<file path="src/rtl/jtcop_objdma.sv">
// jtcop_objdma
// ------------------------------------------------------------------------
// Object-RAM DMA controller. On the per-frame copy strobe (taken at VBLANK
// start) it copies the whole CPU-side object RAM into the private sprite
// buffer that the object engine reads. The object RAM read port is shared
// with the CPU. A CPU access always wins, and the DMA uses every cycle in
// which the CPU is not accessing the RAM.
//
// Parameters
//   AW        object RAM address width in 16-bit words (one copy = 2**AW words)
//
// Ports
//   rst       asynchronous, active-high reset
//   clk       system clock
//   copy      start strobe; only acted on while idle
//   cpu_cs    CPU owns the object RAM port this cycle
//   ram_addr  DMA read address presented to the RAM port mux
//   dma_sel   RAM port takes ram_addr this cycle (a read is issued)
//   ram_dout  object RAM read data, valid one clock after the read
//   buf_addr  sprite buffer write address
//   buf_din   sprite buffer write data (ram_dout passed straight through)
//   buf_we    sprite buffer write enable
//   busy      copy in progress
//   done      one-cycle pulse that coincides with the final buffer write
// ------------------------------------------------------------------------
module jtcop_objdma #(
    parameter int AW = 10
) (
    input  logic          rst,
    input  logic          clk,
    input  logic          copy,
    input  logic          cpu_cs,
    output logic [AW-1:0] ram_addr,
    output logic          dma_sel,
    input  logic [15:0]   ram_dout,
    output logic [AW-1:0] buf_addr,
    output logic [15:0]   buf_din,
    output logic          buf_we,
    output logic          busy,
    output logic          done
);

    typedef enum logic [1:0] {
        IDLE  = 2'd0,
        RUN   = 2'd1,
        FLUSH = 2'd2
    } state_t;

    // Address of the last word of the RAM, widened to the counter width.
    // The counter carries one extra bit so it can never wrap back onto
    // address 0 within a copy.
    localparam logic [AW:0] LAST_ADDR = {1'b0, {AW{1'b1}}};
    localparam logic [AW:0] CNT_ONE   = {{AW{1'b0}}, 1'b1};

    state_t        state_reg, state_next;
    logic [AW:0]   cnt_reg, cnt_next;
    logic [AW-1:0] waddr_reg, waddr_next;
    logic          we_reg, we_next;

    // ------------------------------------------------------------------
    // State and pipeline registers
    // ------------------------------------------------------------------
    always_ff @(posedge clk or posedge rst) begin
        if (rst) begin
            state_reg <= IDLE;
            cnt_reg   <= '0;
            waddr_reg <= '0;
            we_reg    <= 1'b0;
        end else begin
            state_reg <= state_next;
            cnt_reg   <= cnt_next;
            waddr_reg <= waddr_next;
            we_reg    <= we_next;
        end
    end

    // ------------------------------------------------------------------
    // Next-state and outputs
    // ------------------------------------------------------------------
    always_comb begin
        state_next = state_reg;
        cnt_next   = cnt_reg;
        waddr_next = waddr_reg;
        we_next    = 1'b0;
        dma_sel    = 1'b0;
        busy       = 1'b0;
        done       = 1'b0;

        case (state_reg)
            IDLE: begin
                // A strobe that arrives while busy is simply lost; a strobe
                // held high restarts on the first idle cycle.
                if (copy) begin
                    cnt_next   = '0;
                    state_next = RUN;
                end
            end

            RUN: begin
                busy    = 1'b1;
                dma_sel = !cpu_cs;
                if (!cpu_cs) begin
                    // Read issued now; its data is written next cycle at
                    // the address captured here.
                    cnt_next   = cnt_reg + CNT_ONE;
                    we_next    = 1'b1;
                    waddr_next = cnt_reg[AW-1:0];
                    if (cnt_reg == LAST_ADDR) begin
                        state_next = FLUSH;
                    end
                end
                // A CPU cycle holds the counter but never stalls the write
                // that is already in the pipe.
            end

            FLUSH: begin
                // The last read was issued in the previous cycle, so the
                // final buffer write happens here.
                busy       = 1'b1;
                done       = 1'b1;
                state_next = IDLE;
            end

            default: begin
                state_next = IDLE;
            end
        endcase
    end

    assign ram_addr = cnt_reg[AW-1:0];
    assign buf_addr = waddr_reg;
    assign buf_we   = we_reg;
    // RAM data arrives one clock after the read, exactly in step with the
    // registered write address, so it needs no register of its own.
    assign buf_din  = ram_dout;

endmodule
</file>
<file path="config.mk">
export PLATFORM = sky130hd
export DESIGN_NAME = jtcop_objdma
export DESIGN_NICKNAME = d
export VERILOG_FILES = /design/src/rtl/jtcop_objdma.sv
export SDC_FILE = /design/constraint.sdc
export NUM_CORES = 1
export LEC_CHECK = 0
export ABC_AREA = 1
export CELL_PAD_IN_SITES_DETAIL_PLACEMENT = 1
export CELL_PAD_IN_SITES_GLOBAL_PLACEMENT = 2
export CORE_UTILIZATION = 20
export CTS_CLUSTER_DIAMETER = 120
export DETAILED_ROUTE_END_ITERATION = 12
export GPL_ROUTABILITY_DRIVEN = 0
export PLACE_DENSITY = 0.82
export SLEW_MARGIN = 20
export SYNTH_ARGS = -nofsm -noshare
export SYNTH_HDL_FRONTEND = slang
export SYNTH_SLANG_ARGS = --single-unit
</file>
<file path="constraint.sdc">
create_clock -name clk -period 1.6 [get_ports clk]
set_clock_uncertainty 0.05 [all_clocks]
set_input_delay 0.24 -clock clk [delete_from_list [all_inputs] [get_ports clk]]
set_output_delay 0.24 -clock clk [all_outputs]
set_load 0.02 [all_outputs]
</file>
==> results of run 1 <==
-- cell usage in the layout (no fill, tap or decap), types with 6 or more instances in the layout --
master           synthesis  final
buf_4                   26     16
clkdlybuf4s50_1          0     13
dfrtp_1                 24     24
dlygate4sd2_1            0      8
inv_1                   22     19
inv_2                    3      6
nand2_1                 51     46
nand3_1                  8      7
nor2_1                  12     12
o21ai_0                 14     10
-- per-layer routing --
metal  GRT usage (%)  share of wire, %  vias up
met4            1.52              0.45        0
met5               0                 0        -
met3            2.76               4.3        2
met2            17.3                50       29
li1                -                 -      581
met1            12.9                45      554
-- cell families after synthesis --
| logic type | synth area share, % |
|---|---|
| compound gates | 6.05 |
| fa+ha+maj | 4.39 |
| buf+inv | 21.8 |
| flops | 42.1 |
| simple gates | 25.6 |
-- timing repair --
item | 4_1_cts | 5_1_grt
setup buffers | 2 | 1
pin swaps | 2 | 5
setup endpoints to repair | 20 | 14
gates resized for setup | 29 | 17
-- cell type report --
cell class                 instances  area, um^2
fill                             833        4940
sequential                        24         601
multi-input combinational        104         582
timing repair buffer              46         419
tap                               96         120
inverter                          25        93.8
clock buffer                       3        41.3
clock inverter                     1        30.0
-- power groups by stage --
stage / Sequential (mW) / Clock (mW) / Combinational [mW]
final: 0.817 / 0.540 / 1.69
after global routing: 0.837 / 0.585 / 1.87
after CTS: 0.815 / 0.565 / 1.59
after detailed placement: 0.825 / 0 / 1.45
after global placement: 0.819 / 0 / 1.42
after floorplan: 0.878 / 0 / 0.865
-- worst max-delay path, cell delays in order, from the launching register on --
cell     delay, ps
dfrtp_1        400
inv_2           90
buf_6          100
ha_4           120
inv_2           40
nand2_4         60
inv_2           40
nor2_4         130
buf_12         130
buf_8          100
nand4_4         60
nand2_2         80
nand2_1         50
inv_1           40
-- stage by stage --
step | setup TNS (ps) | hold WS, ps | worst slack (ps)
floorplan | 0 | 205 | 70.8
global placement | -290 | 405 | -156
detailed placement | -531 | 420 | -157
CTS | 0 | 277 | 1.24
global route | -122 | 299 | -61.0
finish | 0 | 273 | 53.7
-- worst paths after layout --
path                       cells past startpoint         start  slack (ps)          end
max                                           13  state_reg[1]          50   cnt_reg[9]
min                                            3           rst         270  buf_addr[5]
max reg2reg                                   13  state_reg[1]          50   cnt_reg[9]
min reg2reg                                    2   buf_addr[0]         430  buf_addr[0]
max in group asynchronous                      3           rst         990  buf_addr[8]
min in group clk                               0  ram_dout[12]         430  buf_din[12]
==> impl_metrics.yaml, run 1 <==
run_status:
  status: "complete, no violations"
placed_design:
  dp_hpwl_mm: 2.57
  io_buffers: 27
  place_area_um2: 1730
  placed_cells: 293
logic_synthesis:
  avgSynthCellArea_um2: 7.88
  yosys-top-cells-count: "nand2_1 (51), buf_4 (26), dfrtp_1 (24)"
  synth_nets: 206
  synth-seq-cells: 24
  yosysWarnings: 0
  synth.area.top_cells: "dfrtp_1 (42%), buf_4 (14%), nand2_1 (13%), inv_1 (5.8%), o21ai_0 (4.9%)"
  synth_enable_flop_cells: 0
  ys_async_sr_fraction_pct: 100
  post-synth-top-count-cell: "nand2_1"
  synth_top_area_share_pct: 42.1
  ys_seq_area_share_pct: 42.1
  synth_flop_cell: "dfrtp_1"
  synthDistinctLibCells: 19
  syn_inst: 181
  synth_area_um2: 1430
  yosysTopAreaCell: "dfrtp_1"
job:
  drv_cap: 0
route:
  routedWlPerCell_um: 11.2
  drtIter0Drc: 53
  ant_nets: 0
  first_pass_iters: 4
  drc: 0
  routed_wl_mm: 3.34
  vias_per_cell: 3.90
  route.vias.total: 1166
clock_tree:
  cts_buffers: 3
  cts.clk_slew.worst_paths_ps: 90
  hold_buffers: 0
  clk_latency_ps: 270
  htreeDepth: 1
  cts_tree: "built"
  ctsLongestPathBuffers: 2
  root_buffer: "clkbuf_8"
  cts_sinks: 24
global_routing:
  grt_pass1_vias: 1253
  grt_pass1_wl_mm: 6.00
  grt_overflow: 0
  grt_max_degree: 25
  gr-usage-all-layers_pct: 10.1
  antenna_found_initial: 0
cells_and_area:
  final_layout_size_suffix_gt1_share_pct: 22.7
  final_util_pct: 27.6
  final_area_um2: 1890
  largest_reg_flops: 11
  antenna_cells: 0
  syn_to_final_growth_pct: 32.3
  final_cells: 299
  fin_nets: 229
power_and_ir_drop:
  p_comb_share_pct: 55.4
  p_sw_share_pct: 39.3
  ir_worst_vdd_v: 0.000628
  power_density_nw_per_um2: 1610
  p_leak_nw: 0.989
  power_frac_seq_pct: 26.8
  power_frac_clock_pct: 17.7
  p_total_mw: 3.04
  power_switching_mw: 1.20
  internal-power_mw: 1.85
critical_path:
  critPathRequiredTime_ps: 1770
  setup.worst_path.class: "register to register"
  end_kind: "register"
  startpoint_type: "register"
  crit_path_max_fanout: 5
  crit_arrival_ps: 1710
sta:
  drv_slew: 0
  tightest_slew_ps: 367
  slew_headroom_pct: 75.5
  hold_viol: 0
  timing.fmax_mhz: 647
  fin_crit_sh_pct: 96.6
  setup_viol: 0
  rsz0062_at_grt: "true"
  post-route-min-period_ps: 1550
floorplan:
  num_rows: 30
  pin_count: 60
  fp.coreArea_um2: 6830
  dieHeight_um: 86.5
  start_util_pct: 20.9
  dieArea_um2: 7470
  die_x_um: 86.5
hold_path:
  hp-class: "primary input to async pin"
(Power assumes the default switching activity.)
==> run 2, diff against run 1 <==
CORE_UTILIZATION = 30   (was 20)
DONT_BUFFER_PORTS = 1   (was default)
PLACE_DENSITY = 0.81   (was 0.82)
==> run 2 against run 1 <==
Effect of this change:
- the run now ends with design-rule violations left
- worst setup slack worse by 13 ps
- count of clock-buffer cells in the layout stayed put
- wire length is 0.75% lower
- final cell count is 23% lower
- fmax is 0.80% lower
- first-iteration DRC count is 21% lower
- register-to-register slack hardly changed
- die area is 33% lower
- worst hold slack worse by 140 ps
- via count is 6.6% lower
- largest cell class unchanged
==> impl_metrics.yaml, run 2 (synthesis results as in run 1) <==
cells_and_area:
  largest_reg_flops: 11
  fillers: 552
  final_cells: 229
  ff_latch_area_um2: 602
  fin_nets: 203
  final_util_pct: 34.7
  final_cell_mix: "nand2_1 (50), dfrtp_1 (23), inv_1 (19), buf_4 (16), o21ai_0 (12)"
  syn_to_final_growth_pct: 8.86
  layout_commonest_cell: "nand2_1"
  final_layout_size_suffix_gt1_share_pct: 22.0
  multi_input_area_um2: 549
  antenna_cells: 0
clock_tree:
  ctsLongestPathBuffers: 2
  htreeDepth: 1
  cts_buffers: 3
  root_buffer: "clkbuf_8"
  clk_latency_ps: 270
  cts_sinks: 24
  cts.clk_slew.worst_paths_ps: 90
  cts_tree: "built"
route:
  drc: 5
  vias_per_cell: 4.76
  first_pass_iters: 11
  routedWlPerCell_um: 14.5
  routed_wl_mm: 3.32
  route.vias.total: 1089
  drtIter0Drc: 42
  ant_nets: 0
floorplan:
  dieArea_um2: 5030
  fp.coreArea_um2: 4470
  die_x_um: 71.0
  pin_count: 60
  start_util_pct: 31.9
  dieHeight_um: 71.0
  num_rows: 24
sta:
  setup_viol: 0
  timing.fmax_mhz: 642
  holdWs_ps: 132
  fin_crit_sh_pct: 97.4
  slew_headroom_pct: 79.6
  hold_viol: 0
  drv_slew: 0
  setup_tns_ps: 0
  tightest_slew_ps: 305
  rsz0062_at_grt: "true"
  post-route-min-period_ps: 1560
  setup_slack_ps: 41.2
power_and_ir_drop:
  p_leak_nw: 0.805
  ir_worst_vdd_v: 0.000835
  power_density_nw_per_um2: 1720
hold_path:
  min_to: "buf_we"
  whs_path_depth: 2
  hp-class: "primary input to register"
  hold_start: "cpu_cs"
critical_path:
  reg2reg_depth: 9
  ff2ff_setup_slack_ps: 40
  startpoint_type: "register"
  reg2reg_from: "state_reg[1]"
  crit_arrival_ps: 1680
  critPathRequiredTime_ps: 1720
  end_kind: "register"
  setup.worst_path.class: "register to register"
  rr_endpoint: "cnt_reg[2]"
  crit_path_max_fanout: 6
global_routing:
  gr-usage-all-layers_pct: 14.0
  grt_overflow: 0
  grt_pass1_vias: 1176
  grt_max_degree: 25
  grt_pass1_wl_mm: 5.47
  antenna_found_initial: 0
run_status:
  status: "finished, violations left"
  violations: "design-rule violations"
placed_design:
  dp_hpwl_mm: 2.48
  pre_cts_ws_ps: -55.0
  placed_cells: 219
  io_buffers: 0
job:
  drv_cap: 0
run 2: cell types whose count changed in the layout (fill, tap and decap cells not counted), sizes merged:
cell / change
dlymetal6s2s: -3
dlygate4sd2: -8
clkdlybuf4s50: -13
buf: -2
dlygate4sd3: +1
clkbuf: -1
run 2: final cells by class:
| class | instances | share of cell area (%) |
|---|---|---|
| well taps | 52 | 4.19 |
| clock buffers | 3 | 2.66 |
| repair buffers | 20 | 10.6 |
| flip-flops and latches | 24 | 38.8 |
| clock inverters | 1 | 1.93 |
| inverters | 25 | 6.53 |
| multi-input cells | 104 | 35.4 |
run 2: how the worst max path moves through the flow:
stage	startpoint	endpoint	slack [ps]	depth (start not counted)
3_3_place_gp	state_reg[1]	cnt_reg[9]	50	11
6_report	state_reg[1]	cnt_reg[2]	40	9
4_1_cts	state_reg[0]	cnt_reg[2]	3	8
2_1_floorplan	state_reg[1]	buf_addr[0]	70	8
5_1_grt	state_reg[1]	cnt_reg[9]	-70	11
3_5_place_dp	state_reg[1]	cnt_reg[9]	-60	11
run 2: worst max-delay path: stages (launching register included):
cell and delay, ps:
dfrtp_1 410, inv_2 120, ha_4 180, inv_6 50, nand2_4 50, inv_2 40
nor2_4 200, buf_6 140, nand3_1 50, and3_1 170
run 2: power breakdown:
part / switching (mW) / internal, mW / leakage [nW]
Combinational: 0.728 / 0.497 / 0.443
Clock: 0.207 / 0.335 / 0.0357
Sequential: 0.178 / 0.727 / 0.326
run 2: layer usage:
| layer | GRT usage (%) | vias to the layer above | part of all wire, % |
|---|---|---|---|
| met5 | 0 | - | 0 |
| met4 | 4.44 | 0 | 1.5 |
| met3 | 4.56 | 10 | 7.0 |
| met2 | 24.7 | 32 | 50 |
| met1 | 16.1 | 524 | 42 |
| li1 | - | 523 | - |
run 2: stage by stage:
| stage | total power [mW] | instance area, um^2 |
|---|---|---|
| 6_report | 2.67 | 1550 |
| 5_1_grt | 2.84 | 1550 |
| 4_1_cts | 2.54 | 1500 |
| 3_5_place_dp | 1.88 | 1380 |
| 3_3_place_gp | 1.83 | 1380 |
| 2_1_floorplan | 1.74 | 1430 |
run 2: repair_timing:
action	4_1_cts	5_1_grt
hold buffers	1	0
hold endpoints to repair	24	0
setup endpoints to repair	7	11
pin swaps	2	6
resized for setup	5	14
setup buffers	4	1
==> run 3, diff against run 2 <==
SETUP_SLACK_MARGIN = 0.4   (was default)
==> run 3 against run 2 <==
Effect of this change:
- the run still ends with design-rule violations left
- non-clock buffer count increased by 13
- wire length up 19%
- final cell count grew 6.6%
- critical path type is now register to output port
- largest power group unchanged
==> impl_metrics.yaml, run 3 (synthesis results as in run 1) <==
route:
  ant_nets: 0
  route.met3.wl_um: 260
  route.vias.total: 1171
  vias_per_cell: 4.80
  wl_met1_mm: 1.52
  routed_wl_mm: 3.93
  drc: 7
  routedWlPerCell_um: 16.1
  first_pass_iters: 10
  drtIter0Drc: 68
  dr_wl_met2_mm: 2.13
  top_layer: "met4"
critical_path:
  crit_path_top_delay_cell: "dfrtp_1"
  reg2reg_from: "state_reg[0]"
  crit_arrival_ps: 1280
  critPathRequiredTime_ps: 1310
  startpoint_type: "register"
  critPathMaxStageDelay_ps: 410
  cp.buffers_inverters: 3
  crit_path_max_fanout: 3
  path_cells: "inv_2 > ha_4 > inv_4 > nor2_4 > buf_6"
  critPathTopFamily: "flip-flops"
  worstSetupStartpoint: "state_reg[1]"
  setup.worst_path.class: "register to output port"
  end_kind: "output port"
power_and_ir_drop:
  power_density_nw_per_um2: 1700
  p_sw_share_pct: 42.7
  p_comb_share_pct: 53.2
  power_switching_mw: 1.36
  power_frac_clock_pct: 17.1
  power_frac_seq_pct: 29.7
  p_leak_nw: 0.912
  ir_worst_vdd_v: 0.000877
  internal-power_mw: 1.82
floorplan:
  dieArea_um2: 5030
  num_rows: 24
  fp.coreArea_um2: 4470
  pin_count: 60
  start_util_pct: 31.9
  dieHeight_um: 71.0
  die_x_um: 71.0
sta:
  tightest_slew_ps: 503
  hold_viol: 0
  post-route-min-period_ps: 1570
  drv_slew: 0
  rsz0062_at_grt: "true"
  slew_headroom_pct: 66.4
  setup_viol: 0
  timing.fmax_mhz: 636
  holdWs_ps: 226
  fin_crit_sh_pct: 98.3
global_routing:
  grt_pass1_vias: 1255
  gr-usage-all-layers_pct: 15.6
  grt_pass1_wl_mm: 6.13
  grt_overflow: 0
  antenna_found_initial: 0
  grt_max_degree: 18
cells_and_area:
  final_area_um2: 1870
  ff_latch_area_um2: 604
  final_cell_mix: "nand2_1 (31), buf_4 (25), dfrtp_1 (21), inv_1 (18), nand2_2 (15)"
  final_util_pct: 41.7
  largest_reg_flops: 11
  fillers: 533
  final_layout_size_suffix_gt1_share_pct: 44.3
  antenna_cells: 0
  multi_input_area_um2: 694
  layout_commonest_cell: "nand2_1"
  syn_to_final_growth_pct: 30.8
  fin_nets: 218
clock_tree:
  htreeDepth: 1
  cts_buffers: 3
  clk_latency_ps: 270
  cts_tree: "built"
  cts.clk_slew.worst_paths_ps: 90
  root_buffer: "clkbuf_8"
  ctsLongestPathBuffers: 2
  cts_sinks: 24
hold_path:
  hold_start: "cpu_cs"
  hp-class: "primary input to register"
placed_design:
  place_area_um2: 1420
  io_buffers: 0
  dp_hpwl_mm: 2.63
run_status:
  violations: "design-rule violations"
  status: "finished, violations left"
job:
  drv_cap: 0
==> run 3: cell types whose count changed in the layout (fill, tap and decap cells not counted), moves of 3 or more <==
| cell | delta |
|---|---|
| buf_4 | +9 |
| o21ai_0 | -10 |
| nand2_4 | +5 |
| nand3_1 | -3 |
| nand2_2 | +14 |
| o21ai_1 | +8 |
| nand2_1 | -19 |
==> run 3: repair_timing <==
action,in CTS,in global routing
gates cloned,0,2
pin swaps,11,8
hold buffers,1,0
setup buffers,13,7
endpoints found under the setup margin,28,29
gates resized for setup,25,40
endpoints found under the hold margin,10,0
==> run 3: through the flow <==
stage | setup WS, ps | TNS, ps | total power [mW] | instances
after detailed placement | 1.95 | 0 | 1.95 | 217
after floorplan | 186 | 0 | 1.82 | 181
after CTS | 78.7 | 0 | 2.90 | 235
final | 26.5 | 0 | 3.18 | 244
after global routing | -31.5 | -46.2 | 3.37 | 244
after global placement | 69.2 | 0 | 1.89 | 217
==> run 3: layout make-up <==
type                    count  area share [%]
multi-input cells         104            37.2
well taps                  52            3.49
inverters                  25            5.83
repair inverters            2            1.48
repair buffers             33            15.8
flip-flops and latches     24            32.4
clock buffers               3            2.21
clock inverters             1            1.61
==> run 3: power groups by stage <==
stage                     combinational, mW  sequential, mW  clock, mW
after CTS                              1.41           0.928      0.555
after floorplan                       0.930           0.890          0
final                                  1.69           0.944      0.543
after global routing                   1.84           0.960      0.566
after detailed placement               1.02           0.930          0
after global placement                0.972           0.921          0
==> run 3: routing by layer <==
metal / vias up / track usage, %
li1: 559 / -
met1: 570 / 17.6
met2: 36 / 28.3
met3: 6 / 4.27
met4: 0 / 5.56
met5: - / 0
==> run 3: worst paths after layout <==
kind	slack [ps]	depth (start not counted)	end
setup reg to reg	70	10	cnt_reg[9]
hold reg to reg	580	2	buf_addr[8]
min in group asynchronous	380	2	cnt_reg[6]
setup / recovery	30	5	dma_sel
max in group asynchronous	670	3	cnt_reg[1]
hold / removal	230	4	buf_addr[0]
==> run 3: worst reg2reg max path: stages, from the launching register on <==
cell	delay (ps)
dfrtp_1	440
inv_2	80
ha_4	170
nand2_4	80
nand2_4	60
nor2_4	200
buf_6	160
nand4_2	60
nand2_1	80
nand2_1	50
inv_1	40
